### src/rtl/uart_pkg.sv
// Shared types and defaults for the UART receive path.
// Latency: n/a. Backpressure: n/a.
package uart_pkg;

    typedef enum logic [2:0] {
        IDLE,
        START,
        DATA,
        STOP,
        LOAD
    } rx_state_t;

    localparam int CLKS_PER_BIT_DEF = 10;
    localparam int DATA_BITS_DEF    = 8;

endpackage

### src/rtl/uart_rx_frontend_if.sv
// Write port into rx_fifo: byte strobe/data out, full flag back.
// Latency: n/a. Backpressure: fifo_full only; there is no stall, the writer drops.
interface uart_rx_frontend_if #(
    parameter int DATA_BITS = uart_pkg::DATA_BITS_DEF
) ();
    logic                 w_enable;
    logic [DATA_BITS-1:0] w_data;
    logic                 fifo_full;

    modport master (output w_enable, output w_data, input fifo_full);
    modport slave  (input w_enable, input w_data, output fifo_full);
endinterface

### src/rtl/uart_rx_frontend_bit_timer.sv
// Bit-period counter with half/full terminal ticks plus a data-bit index counter.
// Latency: ticks are combinational from the registered count. Backpressure: none.
module bit_timer #(
    parameter int CLKS_PER_BIT = 10,
    parameter int DATA_BITS    = 8
) (
    input  logic clk,
    input  logic rst,
    input  logic i_clr,
    input  logic i_en,
    input  logic i_idx_clr,
    input  logic i_idx_inc,
    output logic o_half_tick,
    output logic o_full_tick,
    output logic o_last_bit
);
    localparam int CW = $clog2(CLKS_PER_BIT);
    localparam int IW = $clog2(DATA_BITS + 1);
    localparam logic [CW-1:0] HALF_TC = CW'(CLKS_PER_BIT / 2 - 1);
    localparam logic [CW-1:0] FULL_TC = CW'(CLKS_PER_BIT - 1);
    localparam logic [IW-1:0] LAST_IX = IW'(DATA_BITS - 1);

    logic [CW-1:0] r_count;
    logic [IW-1:0] r_idx;

    assign o_half_tick = (r_count == HALF_TC);
    assign o_full_tick = (r_count == FULL_TC);
    assign o_last_bit  = (r_idx == LAST_IX);

    always_ff @(posedge clk) begin
        if (rst || i_clr) begin
            r_count <= '0;
        end else if (i_en) begin
            r_count <= o_full_tick ? '0 : r_count + 1'b1;
        end
    end

    always_ff @(posedge clk) begin
        if (rst || i_idx_clr) begin
            r_idx <= '0;
        end else if (i_idx_inc) begin
            r_idx <= r_idx + 1'b1;
        end
    end
endmodule

### src/rtl/uart_rx_frontend.sv
// 8N1 UART receiver: synchronise line, mid-bit sample, write byte into rx_fifo, sticky errors.
// Latency: write strobe CLKS_PER_BIT/2 + (DATA_BITS+1)*CLKS_PER_BIT + 1 cycles after start detect.
// Backpressure: none; a good byte arriving with fifo_full=1 is dropped and flags overrun.
module uart_rx_frontend
    import uart_pkg::*;
#(
    parameter int CLKS_PER_BIT = CLKS_PER_BIT_DEF,
    parameter int DATA_BITS    = DATA_BITS_DEF
) (
    input  logic                clk,
    input  logic                rst,
    input  logic                serial_in,
    input  logic                clear_errors,
    uart_rx_frontend_if.master  fifo_if,
    output logic                framing_error,
    output logic                overrun_error,
    output logic                busy
);
    logic                 r_sync1, r_sync2, r_hist;
    rx_state_t            r_state, w_next;
    logic [DATA_BITS-1:0] r_shift;
    logic                 r_stop_bit;
    logic                 r_wen;
    logic [DATA_BITS-1:0] r_wdata;
    logic                 r_framing, r_overrun;

    logic w_start_edge;
    logic w_tmr_clr, w_tmr_en, w_idx_clr, w_idx_inc;
    logic w_sample_data, w_sample_stop;
    logic w_half_tick, w_full_tick, w_last_bit;
    logic w_load_good, w_load_ovr, w_load_frm;

    bit_timer #(
        .CLKS_PER_BIT (CLKS_PER_BIT),
        .DATA_BITS    (DATA_BITS)
    ) u_bit_timer (
        .clk         (clk),
        .rst         (rst),
        .i_clr       (w_tmr_clr),
        .i_en        (w_tmr_en),
        .i_idx_clr   (w_idx_clr),
        .i_idx_inc   (w_idx_inc),
        .o_half_tick (w_half_tick),
        .o_full_tick (w_full_tick),
        .o_last_bit  (w_last_bit)
    );

    // Only a fresh 1->0 transition starts a frame, so a held-low break never re-arms.
    assign w_start_edge = r_hist & ~r_sync2;

    always_comb begin
        w_next        = r_state;
        w_tmr_clr     = 1'b0;
        w_tmr_en      = 1'b0;
        w_idx_clr     = 1'b0;
        w_idx_inc     = 1'b0;
        w_sample_data = 1'b0;
        w_sample_stop = 1'b0;
        case (r_state)
            IDLE: begin
                if (w_start_edge) begin
                    w_next    = START;
                    w_tmr_clr = 1'b1;
                end
            end
            START: begin
                w_tmr_en = 1'b1;
                if (w_half_tick) begin
                    w_tmr_clr = 1'b1;
                    w_idx_clr = 1'b1;
                    w_next    = r_sync2 ? IDLE : DATA;
                end
            end
            DATA: begin
                w_tmr_en = 1'b1;
                if (w_full_tick) begin
                    w_sample_data = 1'b1;
                    w_idx_inc     = 1'b1;
                    if (w_last_bit) begin
                        w_next = STOP;
                    end
                end
            end
            STOP: begin
                w_tmr_en = 1'b1;
                if (w_full_tick) begin
                    w_sample_stop = 1'b1;
                    w_next        = LOAD;
                end
            end
            LOAD: begin
                // A start edge may already be visible here on back-to-back traffic.
                if (w_start_edge) begin
                    w_next    = START;
                    w_tmr_clr = 1'b1;
                end else begin
                    w_next = IDLE;
                end
            end
            default: w_next = IDLE;
        endcase
    end

    assign w_load_good = (r_state == LOAD) &&  r_stop_bit && !fifo_if.fifo_full;
    assign w_load_ovr  = (r_state == LOAD) &&  r_stop_bit &&  fifo_if.fifo_full;
    assign w_load_frm  = (r_state == LOAD) && !r_stop_bit;

    always_ff @(posedge clk) begin
        if (rst) begin
            r_sync1    <= 1'b1;
            r_sync2    <= 1'b1;
            r_hist     <= 1'b1;
            r_state    <= IDLE;
            r_shift    <= '0;
            r_stop_bit <= 1'b0;
        end else begin
            r_sync1 <= serial_in;
            r_sync2 <= r_sync1;
            r_hist  <= r_sync2;
            r_state <= w_next;
            if (w_sample_data) begin
                r_shift <= {r_sync2, r_shift[DATA_BITS-1:1]};
            end
            if (w_sample_stop) begin
                r_stop_bit <= r_sync2;
            end
        end
    end

    // Error set takes priority over a coincident clear.
    always_ff @(posedge clk) begin
        if (rst) begin
            r_wen     <= 1'b0;
            r_wdata   <= '0;
            r_framing <= 1'b0;
            r_overrun <= 1'b0;
        end else begin
            r_wen <= w_load_good;
            if (w_load_good) begin
                r_wdata <= r_shift;
            end
            if (w_load_frm) begin
                r_framing <= 1'b1;
            end else if (clear_errors) begin
                r_framing <= 1'b0;
            end
            if (w_load_ovr) begin
                r_overrun <= 1'b1;
            end else if (clear_errors) begin
                r_overrun <= 1'b0;
            end
        end
    end

    assign fifo_if.w_enable = r_wen;
    assign fifo_if.w_data   = r_wdata;
    assign framing_error    = r_framing;
    assign overrun_error    = r_overrun;
    assign busy             = (r_state != IDLE);
endmodule

### src/flat_wrapper.sv
// flat-port wrapper written by rule: the top's interface ports become plain ports
module uart_rx_frontend_flat import uart_pkg::*;
#(
    parameter int CLKS_PER_BIT = CLKS_PER_BIT_DEF,
    parameter int DATA_BITS    = DATA_BITS_DEF
)
  (clk, rst, serial_in, clear_errors, framing_error, overrun_error, busy, fifo_if_w_enable, fifo_if_w_data, fifo_if_fifo_full);
  uart_rx_frontend_if #(.DATA_BITS(DATA_BITS)) fifo_if_i ();
  input  logic clk;
  input  logic rst;
  input  logic serial_in;
  input  logic clear_errors;
  output logic framing_error;
  output logic overrun_error;
  output logic busy;
  output wire logic [$bits(fifo_if_i.w_enable)-1:0] fifo_if_w_enable;
  output wire logic [$bits(fifo_if_i.w_data)-1:0] fifo_if_w_data;
  input wire logic [$bits(fifo_if_i.fifo_full)-1:0] fifo_if_fifo_full;
  assign fifo_if_w_enable = fifo_if_i.w_enable;
  assign fifo_if_w_data = fifo_if_i.w_data;
  assign fifo_if_i.fifo_full = fifo_if_fifo_full;
  uart_rx_frontend #(.CLKS_PER_BIT(CLKS_PER_BIT), .DATA_BITS(DATA_BITS)) u_core (.clk(clk), .rst(rst), .serial_in(serial_in), .clear_errors(clear_errors), .fifo_if(fifo_if_i), .framing_error(framing_error), .overrun_error(overrun_error), .busy(busy));
endmodule
### config.mk
export PLATFORM = sky130hd
export DESIGN_NAME = uart_rx_frontend_flat
export DESIGN_NICKNAME = d
export VERILOG_FILES = /design/src/rtl/uart_pkg.sv /design/src/rtl/uart_rx_frontend_if.sv /design/src/rtl/uart_rx_frontend_bit_timer.sv /design/src/rtl/uart_rx_frontend.sv /design/src/flat_wrapper.sv
export SDC_FILE = /design/constraint.sdc
export NUM_CORES = 1
export LEC_CHECK = 0
export CAP_MARGIN = 20
export CORE_MARGIN = 2
export CORE_UTILIZATION = 29
export CTS_CLUSTER_DIAMETER = 200
export DETAILED_ROUTE_END_ITERATION = 16
export GPL_TIMING_DRIVEN = 0
export SLEW_MARGIN = 20
export SYNTH_ARGS = -nofsm -noshare
export SYNTH_HDL_FRONTEND = slang
export SYNTH_SLANG_ARGS = --single-unit
### constraint.sdc
create_clock -name clk -period 1.5 [get_ports clk]
set_input_delay 0.3 -clock clk [delete_from_list [all_inputs] [get_ports clk]]
set_output_delay 0.3 -clock clk [all_outputs]
set_load 0.02 [all_outputs]
# Yosys cells after proc, flatten, opt, wreduce, memory -nomap -nowiden
# Index checks and enable logic that the tools add are counted.
# classes
addsub,2
n_eq_ne,12
n_mux,20
bitwise,2
reduce_logical,15
# op_table
op,count
2-to-1 mux 3 bit,5
one-hot mux 3 bit (5 select lines),1
2-to-1 mux 1 bit,11
adder 4 x 1 -> 4 bit (second input constant),2
== test 4 x 3 -> 1 bit (second input constant),2
inequality test 2 bit (second input constant),4
== test 3 x 2 -> 1 bit (second input constant),2
AND reduction 5 bit,1
== test 4 bit (second input constant),1
logical AND 1 bit,4
2-to-1 mux 4 bit,1
nonzero test 2 bit,2
== test 3 x 1 -> 1 bit (second input constant),1
== test 3 bit (second input constant),1
zero test 3 bit,1
nonzero test 3 bit,1
OR reduction 3 bit,1
zero test 1 bit,2
logical OR 1 bit,2
2-to-1 mux 2 bit,1
inequality test 2 x 1 -> 1 bit (second input constant),1
one-hot mux 1 bit (2 select lines),1
OR reduction 2 bit,1
bitwise AND 1 bit,1
NOT 1 bit,1
# word_totals
reg_bits,34
input_bits,5
output_inout_bits,12
wordCells,63

# Longest topological paths before layout
# Gate-level depths: netlist of the first run.
# logic_depth
word_depth,5
mapped_depth,5
ltp_nobuf,4

# Modules after synthesis
# Synthesis of the first run repeated with hierarchy kept, for this count alone.
# unflattened
cells_unflattened,151
hier_area_um2,1506.4
# by_module_without_submodules
module,n_inst,cells_per_inst,area_each_um2
uart_rx_frontend,1,112,1132.3
bit_timer,1,39,374.1

# Worst setup path before layout of the first run
# OpenSTA, ideal clock, no wires.
# synth_path
path_type,reg-to-reg
startpoint,reg u_core.r_state[0]
endpoint,reg u_core.u_bit_timer.r_count[0]
arrival_ns,1.297
t_required_ns,1.373
path_slack_ns,0.077
stages_incl_launch_ff,5
path_cell_list,dfxtp_1 > buf_2 > or3b_2 > o211ai_1 > nor2_1
# synth_via
elab_chain_len,4
# synth_lines
item,line_no,source
from (decl),uart_rx_frontend.sv:20,"rx_state_t r_state, w_next;"
from (signal assigned),uart_rx_frontend.sv:120,r_state <= w_next;
== test 3 bit / zero test 3 bit (equally long branches),uart_rx_frontend.sv:59,case (r_state)
OR reduction 2 bit (no source line),-,
one-hot mux 1 bit (2 select lines),uart_rx_frontend.sv:59,
logical OR 1 bit,uart_rx_frontend_bit_timer.sv:31,if (rst || i_clr) begin
to (signal assigned),uart_rx_frontend_bit_timer.sv:34,r_count <= o_full_tick ? '0 : r_count + 1'b1;
to (decl),uart_rx_frontend_bit_timer.sv:23,logic [CW-1:0] r_count;
# Parallel ways exist; a longest one is shown, timed or not.
# A chain may end at the register's enable or synchronous reset.

# Final worst setup path of the first run
# layout_path
startpoint,reg u_core.r_state[2]
endpoint,out busy
# layout_via
elab_chain_len,1
# layout_lines
item,line_no,source
nonzero test 3 bit,uart_rx_frontend.sv:159,assign busy = (r_state != IDLE);
to (decl),flat_wrapper.sv:15,output logic busy;
# Every way passes these cells.

==> results.toml, run 1 <==
[outcome]
status = "finished, violations left"
failed_checks = "setup timing"

[final_layout]
final_cell_mix = "dfxtp_1 (29), a21oi_1 (18), nand2_1 (18)"
area_delta_synth_final_pct = 31.0
final_nets = 207
antennaDiodeCount = 0
stdcell_count = 271
final_util_pct = 39.0
layout-drive-gt1-share_pct = 19.4
mostFrequentLayoutCell = "dfxtp_1"

[setup_path]
crit_required_ns = 1.20
cp-start-kind = "register"
crit_type = "register to output pin"
reg2regPathDepth = 3
crit-reg2reg-launch = "u_core.r_state[1]"
arrival_ns = 1.25
r2r_end = "u_core.u_bit_timer.r_idx[3]"
end_kind = "output pin"
path_max_fanout = 4
rrSetupSlack_ns = 0.02

[yosys]
synth_cell_types = 41
ys_async_sr_fraction_pct = 0
synth_seq_cells = 34
synth.largest_area_cell = "dfxtp_1"
synth_top_area_share_pct = 45.0
synth_edf_count = 0
synthFlopType = "dfxtp_1"
synth.top_cells.by_area = "dfxtp_1 (45%), a21oi_1 (6.0%), mux2i_1 (5.3%)"
synthCells = 173
seq_area_frac_synth_pct = 45.0
yosys_warnings = 0
syn_area_per_cell_sq_um = 8.74
synth_fp_nets = 179
synth_area_sq_um = 1510

[die]
die_h_um = 76.2
die-area_sq_um = 5810
initial_core_util_pct = 29.8
io_pins = 17
core_sq_um = 5070
die_x_um = 76.2
fp-row-count = 26

[detailed_routing]
num_vias = 1333
drt-initial-drc-count = 83
drc = 0
wl_per_cell_um = 12.5
first_pass_iters = 4
wirelength_um = 3380
ant_nets = 0
vias_per_cell = 4.92

[hold_path]
hold_depth = 1
hold_path_end = "u_core.r_sync2"
hold_class = "register to register"
hold_start = "u_core.r_sync1"

[cts]
h-tree-depth = 2
cts-root-buf = "clkbuf_8"
cts_tree = "yes"
cts.path.max_buffers = 2
insertion_delay_ns = 0.28
numCtsBuffers = 5
clk_pin_slew_worst_paths_ns = 0.07
cts_sinks = 34

[sta]
slew_violations = 0
rsz0062_at_grt = "true"
finalHoldViolCount = 0
finalCritPeriodShare_pct = 103
min_period_ns = 1.55
setup_ws_ns = -0.0500
setup_viol = 1
tightest_slew_ns = 0.478
fmax_ghz = 0.645
whs_ns = 0.415
maxSlewHeadroom_pct = 68.1
skew_ns = 0.00873

[placement]
place_inst = 258
dp_hpwl_um = 2210
place_congestion = 0.718
port_buffers = 15

[grt]
grt_pass1_vias = 1207
grt_first_pass_wirelength_um = 5640
antenna_found_initial = 0
grt_remaining_overflow = 0
globalRouteTotalUtil_pct = 12.0
grt_max_degree = 11

[pwr]
vdd_drop_max_mv = 0.377
p_seq_share_pct = 49.4
p_sw_uw = 379
pwr-share-comb_pct = 4.7
p_clk_share_pct = 46.0
swShare_pct = 20.4
p_int_mw = 1.48
power.density_nw_per_um2 = 940
p_leak_nw = 0.739

[run]
maxCapViolCount = 0
## critical path, stage by stage, from the launching register on
cell and delay [ns]:
dfxtp_2 0.34, buf_8 0.11, or3_4 0.37, buf_6 0.14
## per-layer routing
metal,wire (um),vias up,GRT usage (%)
met1,1610,623,14.9
met5,0,-,0
met3,138,5,3.67
li1,-,675,-
met2,1580,30,19.6
met4,45,0,4.91
## timing repair
action | 4_1_cts | 5_1_grt
buffers inserted | 5 | 2
pin swaps | 2 | 3
setup endpoints to repair | 36 | 21
resized for setup | 33 | 9
hold buffers | 0 | 0
## cells in the mapped netlist (2+ instances only)
library cell / count
mux2i_1: 8
buf_2: 3
inv_1: 7
and4b_1: 2
a21oi_1: 18
or3b_2: 2
nand3_1: 10
nor3_1: 2
nand3b_1: 2
or3_1: 3
nor2_1: 4
or2_2: 3
clkbuf_1: 9
nor2b_1: 2
nand2_1: 18
nand2b_1: 3
o211ai_1: 2
or4_1: 5
o31ai_1: 4
dfxtp_1: 34
o21ai_0: 12
## worst max path at each step
| stage | start | to | slack, ns | depth (start not counted) |
|---|---|---|---|---|
| after global placement | u_core.r_state[2] | busy | -0.27 | 3 |
| after global routing | u_core.r_state[2] | busy | -0.08 | 3 |
| after CTS | u_core.r_state[0] | busy | -0.06 | 3 |
| final | u_core.r_state[2] | busy | -0.05 | 3 |
| after floorplan | u_core.r_state[0] | u_core.u_bit_timer.r_count[0] | 0.08 | 4 |
| after detailed placement | u_core.r_state[2] | busy | -0.28 | 3 |
## final cells by class
| type | instances | area [sq um] |
|---|---|---|
| flip-flops and latches | 34 | 687 |
| inverters | 7 | 26.3 |
| plain buffers | 11 | 77.6 |
| multi-input cells | 120 | 795 |
| repair buffers | 22 | 194 |
| clock buffers | 6 | 82.6 |
| clock inverters | 1 | 30.0 |
| well taps | 70 | 87.6 |
| fillers | 524 | 3100 |
## sequential cells by signal, indices dropped and copies added, names as in the netlist
signal                      count
u_core.fifo_if.w_data           8
u_core.fifo_if.w_enable         1
u_core.framing_error            1
u_core.overrun_error            1
u_core.r_hist                   1
u_core.r_shift                  8
u_core.r_state                  3
u_core.r_stop_bit               1
u_core.r_sync1                  1
u_core.r_sync2                  1
u_core.u_bit_timer.r_count      4
u_core.u_bit_timer.r_idx        4
## cell families (layout without fill, tap and decap cells)
| family | Yosys count | after routing | synth area share [%] |
|---|---|---|---|
| adder cells (fa/ha/maj) | 1 | 1 | 0.828 |
| flip-flops | 34 | 34 | 45.0 |
| AND/OR/NAND/NOR | 66 | 66 | 26.3 |
| AO/OA/AOI/OAI | 44 | 44 | 17.0 |
| XOR/XNOR | 1 | 1 | 0.580 |
| buffers and inverters | 19 | 47 | 4.97 |
| multiplexers | 8 | 8 | 5.30 |
## through the flow
stage / setup slack, ns / TNS, ns / power [mW] / instance area [sq um]
2_1_floorplan: 0.0769 / 0 / 0.983 / 1510
3_3_place_gp: -0.271 / -2.48 / 1.01 / 1750
3_5_place_dp: -0.285 / -2.41 / 1.01 / 1750
4_1_cts: -0.0592 / -0.106 / 1.88 / 1940
5_1_grt: -0.0759 / -0.109 / 1.93 / 1980
6_report: -0.0500 / -0.0500 / 1.86 / 1980
## power groups by stage
| stage | Sequential [mW] | Combinational [mW] | Clock, mW |
|---|---|---|---|
| after floorplan | 0.934 | 0.0492 | 0 |
| after global placement | 0.936 | 0.0742 | 0 |
| after detailed placement | 0.936 | 0.0753 | 0 |
| after CTS | 0.917 | 0.0868 | 0.876 |
| after global routing | 0.918 | 0.0960 | 0.913 |
| final | 0.918 | 0.0870 | 0.855 |
(Power assumes the default switching activity.)
==> run 2: changes to the inputs <==
--- a/config.mk
+++ b/config.mk
@@ -14,4 +14,5 @@
 export SLEW_MARGIN = 20
 export SYNTH_ARGS = -nofsm -noshare
 export SYNTH_HDL_FRONTEND = slang
+export SYNTH_HIERARCHICAL = 1
 export SYNTH_SLANG_ARGS = --single-unit
==> run 2 against run 1 <==
Net effect: the run still ends with setup timing left; setup slack improved by 0.022 ns; synthesized cell count down 13%; sequential share of layout area shrank 1.6 points; sequential power is essentially flat; largest cell class unchanged; register-to-register slack got worse by 0.03 ns; power up 9.4%; clock skew about the same; die area decreased by 0.31%; non-clock buffer count increased by 7.
==> results.toml, run 2 <==
[outcome]
status = "finished, violations left"
failed_checks = "setup timing"

[final_layout]
final_nets = 195
mostFrequentLayoutCell = "dfxtp_1"
area_delta_synth_final_pct = 39.1
fillCellCount = 507
layout-drive-gt1-share_pct = 27.4
final_cell_mix = "dfxtp_1 (27), mux2i_1 (19), nand2b_1 (18)"
antennaDiodeCount = 0

[yosys]
yosys_warnings = 6
syn_area_per_cell_sq_um = 9.98
synth.largest_area_cell = "dfxtp_1"
synthFlopType = "dfxtp_1"
seq_area_frac_synth_pct = 45.2
synth_fp_nets = 157
synth_seq_cells = 34
synth.top_cells.by_area = "dfxtp_1 (45%), mux2i_1 (13%), nand2b_1 (7.5%)"
synth.most_common_cell = "dfxtp_1"
synth_top_area_share_pct = 45.2
synthTopCellsByCount = "dfxtp_1 (34), mux2i_1 (19), nand2b_1 (18)"
synth_cell_types = 40
synth_edf_count = 0
synthCells = 151
ys_async_sr_fraction_pct = 0
synth_area_sq_um = 1510

[sta]
finalHoldViolCount = 0
min_period_ns = 1.53
fmax_ghz = 0.654
rsz0062_at_grt = "true"
tightest_slew_ns = 0.395
maxSlewHeadroom_pct = 73.6
skew_ns = 0.00856
slew_violations = 0
finalCritPeriodShare_pct = 102
setup_viol = 7
setup_ws_ns = -0.0280
finalSetupTns_ns = -0.0666

[detailed_routing]
drc = 0
vias_per_cell = 4.37
num_vias = 1137
ant_nets = 0
drt-initial-drc-count = 40
wirelength_um = 2890
first_pass_iters = 4
wl_per_cell_um = 11.1

[die]
core_sq_um = 5070
fp-row-count = 26
io_pins = 17
die_h_um = 76.1
die-area_sq_um = 5790
initial_core_util_pct = 29.7
die_x_um = 76.1

[cts]
hold_buffers = 0
cts_tree = "yes"
h-tree-depth = 2
cts-root-buf = "clkbuf_8"
cts.path.max_buffers = 2
cts_sinks = 34
clk_pin_slew_worst_paths_ns = 0.07
numCtsBuffers = 5
insertion_delay_ns = 0.29

[placement]
port_buffers = 16
place_congestion = 0.756
dp_hpwl_um = 1750

[setup_path]
crit_required_ns = 1.20
path_cells = "buf_6, or3_4, buf_6"
arrival_ns = 1.23
cp-start-kind = "register"
worst-path-buf-inv = 2
critPathSlowestCell = "or3_4"
crit_type = "register to output pin"
crit_top_cell = "buf_6"
slowest_delay_ns = 0.36
path_max_fanout = 2
cp_top_family = "simple AND/OR/NAND/NOR gates"
end_kind = "output pin"

[pwr]
pwr-share-comb_pct = 3.6
vdd_drop_max_mv = 0.384
p_leak_nw = 0.807
power_mw = 2.04
p_clk_share_pct = 51.3
swShare_pct = 18.6
p_int_mw = 1.66
p_sw_uw = 380
power.density_nw_per_um2 = 971
p_seq_share_pct = 45.1

[grt]
grt_first_pass_wirelength_um = 4950
antenna_found_initial = 0
grt_pass1_vias = 1057
globalRouteTotalUtil_pct = 10.9
grt_remaining_overflow = 0
grt_max_degree = 12

[hold_path]
hold_class = "register to register"

[run]
maxCapViolCount = 0
==> run 2: power by group through the flow <==
stage / clock network (mW) / logic [mW] / registers, mW
4_1_cts: 1.08 / 0.0721 / 0.919
3_3_place_gp: 0 / 0.0752 / 0.937
5_1_grt: 1.12 / 0.0796 / 0.920
6_report: 1.04 / 0.0728 / 0.918
2_1_floorplan: 0 / 0.0495 / 0.935
3_5_place_dp: 0 / 0.0744 / 0.937
==> run 2: cell type report <==
cell class              count  area (sq um)  share of cell area, %
flip-flops and latches     34           694                   33.1
repair buffers             32           297                   14.1
multi-input cells         106           792                   37.8
well taps                  70          87.6                   4.18
inverters                   2          7.51                  0.358
clock inverters             2          60.1                   2.87
clock buffers               6          82.6                   3.94
plain buffers               8          75.1                   3.58
==> run 2: path summary, 6_finish.rpt <==
check	from	endpoint	slack, ns	depth (start not counted)
worst max-delay path	u_core/r_state[1]	busy	-0.03	3
worst min register to register	u_core/r_sync1	u_core/r_sync2	0.41	1
worst max register to register	u_core/u_bit_timer/r_count[2]	u_core/r_shift[4]	-0.01	7
worst min-delay path	u_core/r_sync1	u_core/r_sync2	0.41	1
==> run 2: kinds of logic (layout without fill, tap and decap cells) <==
logic type | count (synthesis) | in the layout | share of synthesized area (%)
AND/OR/NAND/NOR | 69 | 69 | 27.2
flip-flops | 34 | 34 | 45.2
multiplexers | 19 | 19 | 12.6
AO/OA/AOI/OAI | 12 | 12 | 5.73
buffers and inverters | 11 | 50 | 5.56
XOR/XNOR | 5 | 5 | 2.91
adder cells (fa/ha/maj) | 1 | 1 | 0.830
==> run 2: worst register-to-register path, stage by stage (launching register included) <==
cell      delay, ns
dfxtp_4        0.37
nor2b_4        0.11
and3b_2        0.23
and4bb_1       0.22
buf_6          0.15
buf_12         0.12
mux2i_1        0.18
nor2_1         0.05
==> run 2: routing by layer <==
| metal | routed length [um] | global-route usage (%) |
|---|---|---|
| met5 | 0 | 0 |
| met4 | 87 | 7.09 |
| met3 | 134 | 4.03 |
| met2 | 1240 | 15.1 |
| met1 | 1430 | 14.1 |
==> run 2: timing repair <==
| action | CTS | global route |
|---|---|---|
| gates resized for setup | 29 | 11 |
| setup endpoints to repair | 28 | 20 |
| gates cloned | 0 | 0 |
| setup buffers | 10 | 6 |
| pin swaps | 2 | 3 |
==> run 2: metrics by stage <==
stage          util, %  worst slack (ns)  std cells  cell area [sq um]  hold WS, ns
6_report          41.3           -0.0280        260               2100        0.409
5_1_grt           41.3            -0.102        260               2100        0.460
4_1_cts           39.6           -0.0433        254               2010        0.417
3_5_place_dp      34.6            -0.225        237               1750        0.395
3_3_place_gp      34.6            -0.196        237               1750        0.396
2_1_floorplan        -            0.0258        151               1510        0.383
==> run 3: changes to the inputs <==
--- a/config.mk
+++ b/config.mk
@@ -6,11 +6,11 @@
 export NUM_CORES = 1
 export LEC_CHECK = 0
 export CAP_MARGIN = 20
-export CORE_MARGIN = 2
+export CORE_MARGIN = 5
 export CORE_UTILIZATION = 29
 export CTS_CLUSTER_DIAMETER = 200
 export DETAILED_ROUTE_END_ITERATION = 16
-export GPL_TIMING_DRIVEN = 0
+export GPL_TIMING_DRIVEN = 1
 export SLEW_MARGIN = 20
 export SYNTH_ARGS = -nofsm -noshare
 export SYNTH_HDL_FRONTEND = slang
==> run 3 against run 2 <==
Net effect: critical path type is now register to register; clock power about the same; critical endpoint is now u_core/u_bit_timer/r_idx[1]; largest cell class unchanged; sequential power down 0.4%; largest power group unchanged; count of clock-buffer cells in the layout unchanged; clock skew down 0.0019 ns; power up 0.31%; first-iteration DRC count up 18%; final cell count down 0.77%; non-clock buffer count down 2; the run now ends clean; hold slack better by 0.00062 ns.
==> results.toml, run 3 (synthesis gave the netlist of run 2 again) <==
[sta]
tightest_slew_ns = 0.352
whs_ns = 0.410
skew_ns = 0.00670
finalHoldViolCount = 0
rsz0062_at_grt = "true"
finalCritPeriodShare_pct = 96.8
min_period_ns = 1.45
setup_viol = 0
slew_violations = 0
fmax_ghz = 0.689
maxSlewHeadroom_pct = 76.0

[final_layout]
area_delta_synth_final_pct = 32.9
stdcell_count = 258
final_cell_mix = "dfxtp_1 (32), buf_4 (21), mux2i_1 (19)"
mostFrequentLayoutCell = "dfxtp_1"
antennaDiodeCount = 0
final_nets = 193
layout-drive-gt1-share_pct = 23.9
final_util_pct = 39.4

[detailed_routing]
wl_per_cell_um = 10.6
drc = 0
drt-initial-drc-count = 47
first_pass_iters = 4
wirelength_um = 2730
num_vias = 1126
vias_per_cell = 4.36
ant_nets = 0

[placement]
port_buffers = 16
place_inst = 250
place_congestion = 0.838
dp_hpwl_um = 1920

[cts]
insertion_delay_ns = 0.29
cts-root-buf = "clkbuf_8"
clk_pin_slew_worst_paths_ns = 0.07
h-tree-depth = 2
cts.path.max_buffers = 2
cts_tree = "yes"
hold_buffers = 0
numCtsBuffers = 5
cts_setup_buffers = 0
cts_sinks = 34

[pwr]
p_seq_share_pct = 44.8
p_sw_uw = 378
swShare_pct = 18.5
p_int_mw = 1.66
p_leak_nw = 0.788
pwr-share-comb_pct = 4.1
p_clk_share_pct = 51.2
vdd_drop_max_mv = 0.413
power.density_nw_per_um2 = 1020

[die]
fp-row-count = 26
die-area_sq_um = 6740
io_pins = 17
initial_core_util_pct = 29.7
die_h_um = 82.1
core_sq_um = 5070
die_x_um = 82.1

[grt]
globalRouteTotalUtil_pct = 9.77
grt_first_pass_wirelength_um = 4950
grt_pass1_vias = 1095
antenna_found_initial = 0
grt_remaining_overflow = 0
grt_max_degree = 18

[setup_path]
critPathSlowestCell = "dfxtp_2"
arrival_ns = 1.64
crit_type = "register to register"
slowest_delay_ns = 0.33
path_max_fanout = 5
cp-start-kind = "register"
crit_required_ns = 1.68
worst-path-buf-inv = 1
end_kind = "register"
path_cells = "nor2b_4, and3b_2, and4bb_2, buf_4, mux2i_1, nor3_1"
cp_top_family = "simple AND/OR/NAND/NOR gates"

[outcome]
status = "finished clean"

[hold_path]
hold_class = "register to register"

[run]
maxCapViolCount = 0
==> run 3: cell count changes in the layout (fill, tap and decap cells not counted), sizes merged <==
cell and change:
clkbuf -2
==> run 3: worst paths after layout <==
check                                     end  slack, ns  depth (start not counted)                     startpoint
hold reg to reg                u_core/r_sync2       0.41                          1                 u_core/r_sync1
setup / recovery  u_core/u_bit_timer/r_idx[1]       0.05                          6  u_core/u_bit_timer/r_count[3]
hold / removal                 u_core/r_sync2       0.41                          1                 u_core/r_sync1
setup reg to reg  u_core/u_bit_timer/r_idx[1]       0.05                          6  u_core/u_bit_timer/r_count[3]
==> run 3: cell type report <==
cell class                 count  area, sq um
sequential                    34          683
clock buffer                   6         82.6
clock inverter                 2         60.1
multi-input combinational    106          758
fill                         516         3070
inverter                       2         7.51
tap                           70         87.6
timing repair buffer          38          323
==> run 3: layer usage <==
metal / track usage (%) / part of all wire (%) / vias to the layer above
met5: 0 / 0 / -
li1: - / - / 590
met1: 12.0 / 51 / 510
met4: 5.81 / 1.0 / 0
met3: 4.06 / 5.7 / 4
met2: 14.1 / 42 / 22
==> run 3: per-stage QoR <==
stage                     setup WS, ns  area [sq um]  power (mW)  setup TNS, ns
after detailed placement       -0.0162          1860        1.02        -0.0162
final                           0.0480          2000        2.04              0
after CTS                      0.00229          1980        2.07              0
after floorplan                 0.0258          1510       0.984              0
after global routing           -0.0440          2000        2.13         -0.234
after global placement        -0.00297          1860        1.02       -0.00297
==> run 3: what timing repair did <==
action	4_1_cts	5_1_grt
gates resized for setup	15	7
setup endpoints to repair	12	21
hold endpoints to repair	0	0
==> run 3: power groups by stage <==
stage	logic (mW)	clock network (mW)	registers [mW]
floorplan	0.0495	0	0.935
global placement	0.0840	0	0.934
detailed placement	0.0838	0	0.934
CTS	0.0824	1.08	0.913
global route	0.0914	1.12	0.915
finish	0.0827	1.04	0.914
==> run 3: worst reg2reg max path: cells and delay by family, from the launching register on <==
kind / cells / cell delay, ns
buffers and inverters: 1 / 0.17
multiplexers: 1 / 0.19
AND/OR/NAND/NOR: 4 / 0.66
flip-flops: 1 / 0.33
